$ cat src/rtl/pipe_stage_reg.sv
// Parametrised pipeline-boundary register with valid/ready handshake, flush,
// optional 2-entry skid buffer and a saturating stall counter.
module pipe_stage_reg #(
  parameter int DATA_W = 101,
  parameter int CTRL_W = 4,
  parameter int SKID   = 0,
  parameter int CNT_W  = 16
) (
  input  logic              clk,
  input  logic              rst,
  input  logic              flush,
  input  logic              in_valid,
  output logic              in_ready,
  input  logic [CTRL_W-1:0] in_ctrl,
  input  logic [DATA_W-1:0] in_data,
  output logic              out_valid,
  input  logic              out_ready,
  output logic [CTRL_W-1:0] out_ctrl,
  output logic [DATA_W-1:0] out_data,
  output logic [CNT_W-1:0]  stall_cnt
);

  localparam bit              USE_SKID = (SKID != 0);
  localparam logic [CNT_W-1:0] CNT_MAX = {CNT_W{1'b1}};
  localparam logic [CNT_W-1:0] CNT_ONE = {{(CNT_W-1){1'b0}}, 1'b1};

  logic              main_valid_r, main_valid_s;
  logic [CTRL_W-1:0] main_ctrl_r,  main_ctrl_s;
  logic [DATA_W-1:0] main_data_r,  main_data_s;
  logic              skid_valid_r, skid_valid_s;
  logic [CTRL_W-1:0] skid_ctrl_r,  skid_ctrl_s;
  logic [DATA_W-1:0] skid_data_r,  skid_data_s;
  logic [CNT_W-1:0]  cnt_r,        cnt_s;
  logic              accept_s, main_free_s, held_s;

  // Skid mode exposes only registered state on in_ready.
  generate
    if (USE_SKID) begin : g_ready_skid
      assign in_ready = ~skid_valid_r;
    end else begin : g_ready_comb
      assign in_ready = out_ready | ~main_valid_r;
    end
  endgenerate

  assign accept_s    = in_valid & in_ready;
  assign main_free_s = ~main_valid_r | out_ready;
  assign held_s      = main_valid_r & ~out_ready;

  // Next-state selection for the main and skid entries.
  always_comb begin
    main_valid_s = main_valid_r;
    main_ctrl_s  = main_ctrl_r;
    main_data_s  = main_data_r;
    skid_valid_s = skid_valid_r;
    skid_ctrl_s  = skid_ctrl_r;
    skid_data_s  = skid_data_r;
    if (flush) begin
      // A beat accepted this cycle is dropped along with everything held.
      main_valid_s = 1'b0;
      main_ctrl_s  = {CTRL_W{1'b0}};
      skid_valid_s = 1'b0;
      skid_ctrl_s  = {CTRL_W{1'b0}};
    end else if (main_free_s) begin
      if (skid_valid_r) begin
        main_valid_s = 1'b1;
        main_ctrl_s  = skid_ctrl_r;
        main_data_s  = skid_data_r;
        skid_valid_s = accept_s;
        if (accept_s) begin
          skid_ctrl_s = in_ctrl;
          skid_data_s = in_data;
        end else begin
          skid_ctrl_s = {CTRL_W{1'b0}};
        end
      end else if (accept_s) begin
        main_valid_s = 1'b1;
        main_ctrl_s  = in_ctrl;
        main_data_s  = in_data;
      end else begin
        main_valid_s = 1'b0;
        main_ctrl_s  = {CTRL_W{1'b0}};
      end
    end else begin
      if (accept_s && USE_SKID) begin
        skid_valid_s = 1'b1;
        skid_ctrl_s  = in_ctrl;
        skid_data_s  = in_data;
      end else begin
        skid_valid_s = skid_valid_r;
      end
    end
  end

  // Saturating count of downstream-stalled cycles.
  always_comb begin
    if (held_s && (cnt_r != CNT_MAX)) begin
      cnt_s = cnt_r + CNT_ONE;
    end else begin
      cnt_s = cnt_r;
    end
  end

  // State registers; reset wins over flush and handshakes.
  always_ff @(posedge clk) begin
    if (rst) begin
      main_valid_r <= 1'b0;
      main_ctrl_r  <= {CTRL_W{1'b0}};
      main_data_r  <= {DATA_W{1'b0}};
      skid_valid_r <= 1'b0;
      skid_ctrl_r  <= {CTRL_W{1'b0}};
      skid_data_r  <= {DATA_W{1'b0}};
      cnt_r        <= {CNT_W{1'b0}};
    end else begin
      main_valid_r <= main_valid_s;
      main_ctrl_r  <= main_ctrl_s;
      main_data_r  <= main_data_s;
      skid_valid_r <= skid_valid_s;
      skid_ctrl_r  <= skid_ctrl_s;
      skid_data_r  <= skid_data_s;
      cnt_r        <= cnt_s;
    end
  end

  assign out_valid = main_valid_r;
  assign out_ctrl  = main_ctrl_r;
  assign out_data  = main_data_r;
  assign stall_cnt = cnt_r;

endmodule

$ cat config.mk
export PLATFORM = sky130hd
export DESIGN_NAME = pipe_stage_reg
export DESIGN_NICKNAME = d
export VERILOG_FILES = /design/src/rtl/pipe_stage_reg.sv
export SDC_FILE = /design/constraint.sdc
export NUM_CORES = 1
export LEC_CHECK = 0
export ABC_AREA = 1
export CAP_MARGIN = 15
export CORE_ASPECT_RATIO = 0.5
export CORE_MARGIN = 1
export CORE_UTILIZATION = 50
export DETAILED_ROUTE_END_ITERATION = 12
export GPL_ROUTABILITY_DRIVEN = 0
export GPL_TIMING_DRIVEN = 0
export HOLD_SLACK_MARGIN = 0.15
export PLACE_DENSITY = 0.8
export SLEW_MARGIN = 0
export SYNTH_ARGS = -nofsm -noshare
export SYNTH_HDL_FRONTEND = slang
export SYNTH_SLANG_ARGS = --single-unit
$ cat constraint.sdc
create_clock -name clk -period 1.55 [get_ports clk]
set_input_delay 0.31 -clock clk [delete_from_list [all_inputs] [get_ports clk]]
set_output_delay 0.31 -clock clk [all_outputs]
set_load 0.01 [all_outputs]
==> Flow_metrics.wiki <==
{| class="wikitable"
! Metric !! Value
|-
| Share of the yosys chip area belonging to registers || 48.1%
|-
| Floorplan core area || 18,500 sq um
|-
| Initial antenna violation count || 0
|-
| Starting DRT DRC Count || 463
|-
| Number of synthesized register bits || 228
|-
| Half-perimeter wire length after placement || 19.8 mm
|-
| Detailed-route via count || 9,681
|-
| Cells after DPL || 1,834
|-
| Post-synthesis area per instance || 7.07 sq um
|-
| Number of search-and-repair iterations in the first detailed-routing pass || 5
|-
| Cell count of the worst reg-to-reg path || 8
|-
| RSZ-0062 raised after global routing || yes
|-
| Synthesized-area fraction occupied by adder cells || 0.132%
|-
| Average wire per standard cell || 14.5 um
|-
| Slowest stage delay, CP || 360 ps
|-
| Total standard cell area after synthesis || 9490 sq um
|-
| Worst hold path stage count || 4
|-
| Clock insertion delay at the later pin of the skew report || 500 ps
|-
| Hold_buf cts || 0
|-
| Data arrival time of the critical path || 1220 ps
|-
| Endpoint of the worst hold path || stall_cnt[3]
|-
| Post-synthesis mux area share || 0%
|-
| Cell family with most CP delay || flip-flops
|-
| Buffers & Inverters on Critical Path || 2
|-
| Layout net count || 1,709
|-
| End of the worst register-to-register path || skid_data_r[38]
|-
| Final critical-path share of the clock period || 98.8%
|-
| Crit path launch || out_valid
|-
| Simple-Gate Fraction of Synth Area || 20.0%
|-
| Placed Area || 12,100 sq um
|-
| Global routing usage summed across all routing layers || 27.1%
|-
| Buffer type at the clock tree root || sky130_fd_sc_hd__clkbuf_16
|-
| Critical path start-end classification || flip-flop to output pin
|-
| Leftover overflow at the end of global routing || 0
|-
| Clock transition at the register clock pins on the worst setup and hold paths after CTS || 70 ps
|-
| Bufs on Longest Clock Path || 3
|-
| Most common cell after layout, fill and taps aside || sky130_fd_sc_hd__nor2_1
|-
| Largest voltage drop on the vdd net || 550 uV
|-
| Die Wd || 197 um
|-
| H-tree levels || 1
|-
| Die area || 19,600 sq um
|-
| Power density over cell area || 983 nW/um^2
|-
| Commonest cells after routing, fill and taps aside || sky130_fd_sc_hd__nor2_1, sky130_fd_sc_hd__o21ai_0, sky130_fd_sc_hd__dfxtp_1, sky130_fd_sc_hd__nand2_1
|-
| Number of buffers created by CTS || 20
|-
| Layout cell share with drive strength beyond 1 || 9.26%
|-
| Syn Nets || 1,454
|-
| Total length of routed wires || 27.1 mm
|-
| Main combinational cell family by area after synthesis || compound AO/OA/AOI/OAI gates
|-
| Critical Path End Type || output pin
|-
| I/O Buffers || 232
|-
| Multi-input logic area || 4080 sq um
|-
| Pin count of the biggest net entering global routing || 20
|-
| Filler cell count || 1,594
|-
| Worst reg2reg startpoint || out_valid
|-
| Worst endpoint required time || 1240 ps
|-
| Gate count after technology mapping || 1,343
|-
| YS warnings || 0
|-
| Non-Filler Instances || 1,868
|-
| First-pass GRT wire length || 43.6 mm
|-
| Utilization of the core after routing || 69.6%
|-
| Area fraction in compound gates after synthesis || 21.6%
|-
| Series of cell instances along the critical path || nand2_4, clkbuf_8, buf_6
|-
| Number of remaining DRC errors || 0
|-
| Num Clock Sinks || 228
|-
| Relative slew margins || 65.6%
|-
| CTS tree || built
|-
| Achievable Freq || 653 MHz
|-
| Count of standard-cell rows || 35
|-
| Clock period minus worst slack || 1530 ps
|-
| Sequential cell area || 4590 sq um
|-
| Antenna fix cells || 0
|-
| Synth Area in XOR/XNOR || 0.461%
|-
| Number of global-route vias before repair || 9,031
|-
| Worst Min Path Start || out_ready
|-
| Synth cell types || 31
|-
| Highest net fanout along the worst path || 10
|-
| I/O pin total || 233
|-
| Setup-failing EPs final || 0
|-
| Setup clock skew after layout || 9.37 ps
|-
| Total leakage power || 0.00581 uW
|-
| Max-slew violation count || 0
|-
| Initial standard-cell utilization of the core || 51.3%
|-
| Tightest Pin Transition || 516 ps
|-
| Max Cap Viol || 0
|-
| Worst setup slack for register-to-register paths || 40 ps
|-
| Tightest Hold Check Type || primary input to flip-flop
|-
| DR vias/cell || 5.18
|-
| Hold violation count in the final report || 0
|-
| Levels on crit path || 3
|-
| Number of nets still failing antenna checks after routing || 0
|-
| Die height || 99.4 um
|-
| Outcome || finished, final reports clean
|-
| Highest-delay cell along the critical path || sky130_fd_sc_hd__dfxtp_4
|-
| Area grow syn2layout || 35.6%
|-
| Crit path launch type || flip-flop
|-
| Final Cell Area || 12,900 sq um
|}
## routing by layer
layer	GRT usage (%)	vias up	wire [um]
met1	36.4	4529	12300
li1	-	4811	-
met4	7.04	0	570
met3	3.97	43	1560
met2	46.1	298	12600
met5	0	-	0
## what timing repair did
item                       in CTS  in global routing
pin swaps                       4                  5
setup buffers                   2                  2
gates cloned                    0                  0
setup endpoints to repair     329                211
gates resized for setup       177                 75
## cell usage after synthesis (all sizes together)
| cell type | number | area [sq um] |
|---|---|---|
| xor2 | 4 | 35.0 |
| nor3 | 1 | 5.00 |
| nor2 | 295 | 1120 |
| buf | 51 | 277 |
| clkbuf | 41 | 161 |
| dfxtp | 228 | 4560 |
| a21oi | 113 | 577 |
| nand4 | 2 | 18.8 |
| o21bai | 2 | 15.0 |
| nand3 | 17 | 85.1 |
| inv | 127 | 477 |
| clkinv | 2 | 8.75 |
| ha | 1 | 12.5 |
| or2 | 1 | 6.26 |
| xnor2 | 1 | 8.76 |
| a31oi | 4 | 25.0 |
| nand3b | 2 | 15.0 |
| o21ai | 286 | 1430 |
| nand2 | 165 | 647 |
## worst register-to-register path, stage by stage, from the launching register on
cell and delay, ps:
sky130_fd_sc_hd__dfxtp_4 360, sky130_fd_sc_hd__nand2_4 100, sky130_fd_sc_hd__nand2_4 100, sky130_fd_sc_hd__nor2_4 130, sky130_fd_sc_hd__nand2_2 100, sky130_fd_sc_hd__buf_6 170, sky130_fd_sc_hd__buf_2 190, sky130_fd_sc_hd__o21ai_0 190
sky130_fd_sc_hd__a21oi_1 60
## report_power, final
part | leakage, uW | internal (uW) | total (uW) | switching, uW
Clock | 0.000328 | 2990 | 5130 | 2140
Combinational | 0.00362 | 656 | 1370 | 710
Sequential | 0.00186 | 6050 | 6150 | 101
## logic make-up (layout without fill, tap and decap cells)
family | after synthesis | count (layout)
flip-flops | 228 | 228
adder cells (fa/ha/maj) | 1 | 1
XOR/XNOR | 5 | 5
buffers and inverters | 221 | 487
AO/OA/AOI/OAI | 405 | 405
AND/OR/NAND/NOR | 483 | 483
## worst max path at each step
stage                    endpoint
floorplan           stall_cnt[11]
global route             in_ready
global placement      out_data[0]
CTS                      in_ready
detailed placement    out_data[4]
finish                   in_ready
## metrics by stage
step           setup TNS [ps]  hold slack [ps]  total power, uW  worst slack (ps)
6_report                    0              397            12600              19.0
5_1_grt                 -45.8              415            13100             -21.6
4_1_cts                 -11.9              383            12700             -11.9
3_5_place_dp          -122490              438             7730              -774
3_3_place_gp          -118140              433             7700              -756
2_1_floorplan               0              424             6860              37.9
## registers in the layout (all words and copies together), names as in the netlist
signal and flops:
out_data 101, skid_data_r 101, out_valid 1, stall_cnt 16, skid_ctrl_r 4, skid_valid_r 1, out_ctrl 4
## cell type report
class                   instances  area share (%)
plain buffers                  89            4.05
clock inverters                 4           0.544
multi-input cells             894            31.7
repair buffers                236            17.1
well taps                     259            2.52
flip-flops and latches        228            35.7
inverters                     129            3.81
clock buffers                  29            4.63
No activity file was read; power rests on OpenSTA's default activity.
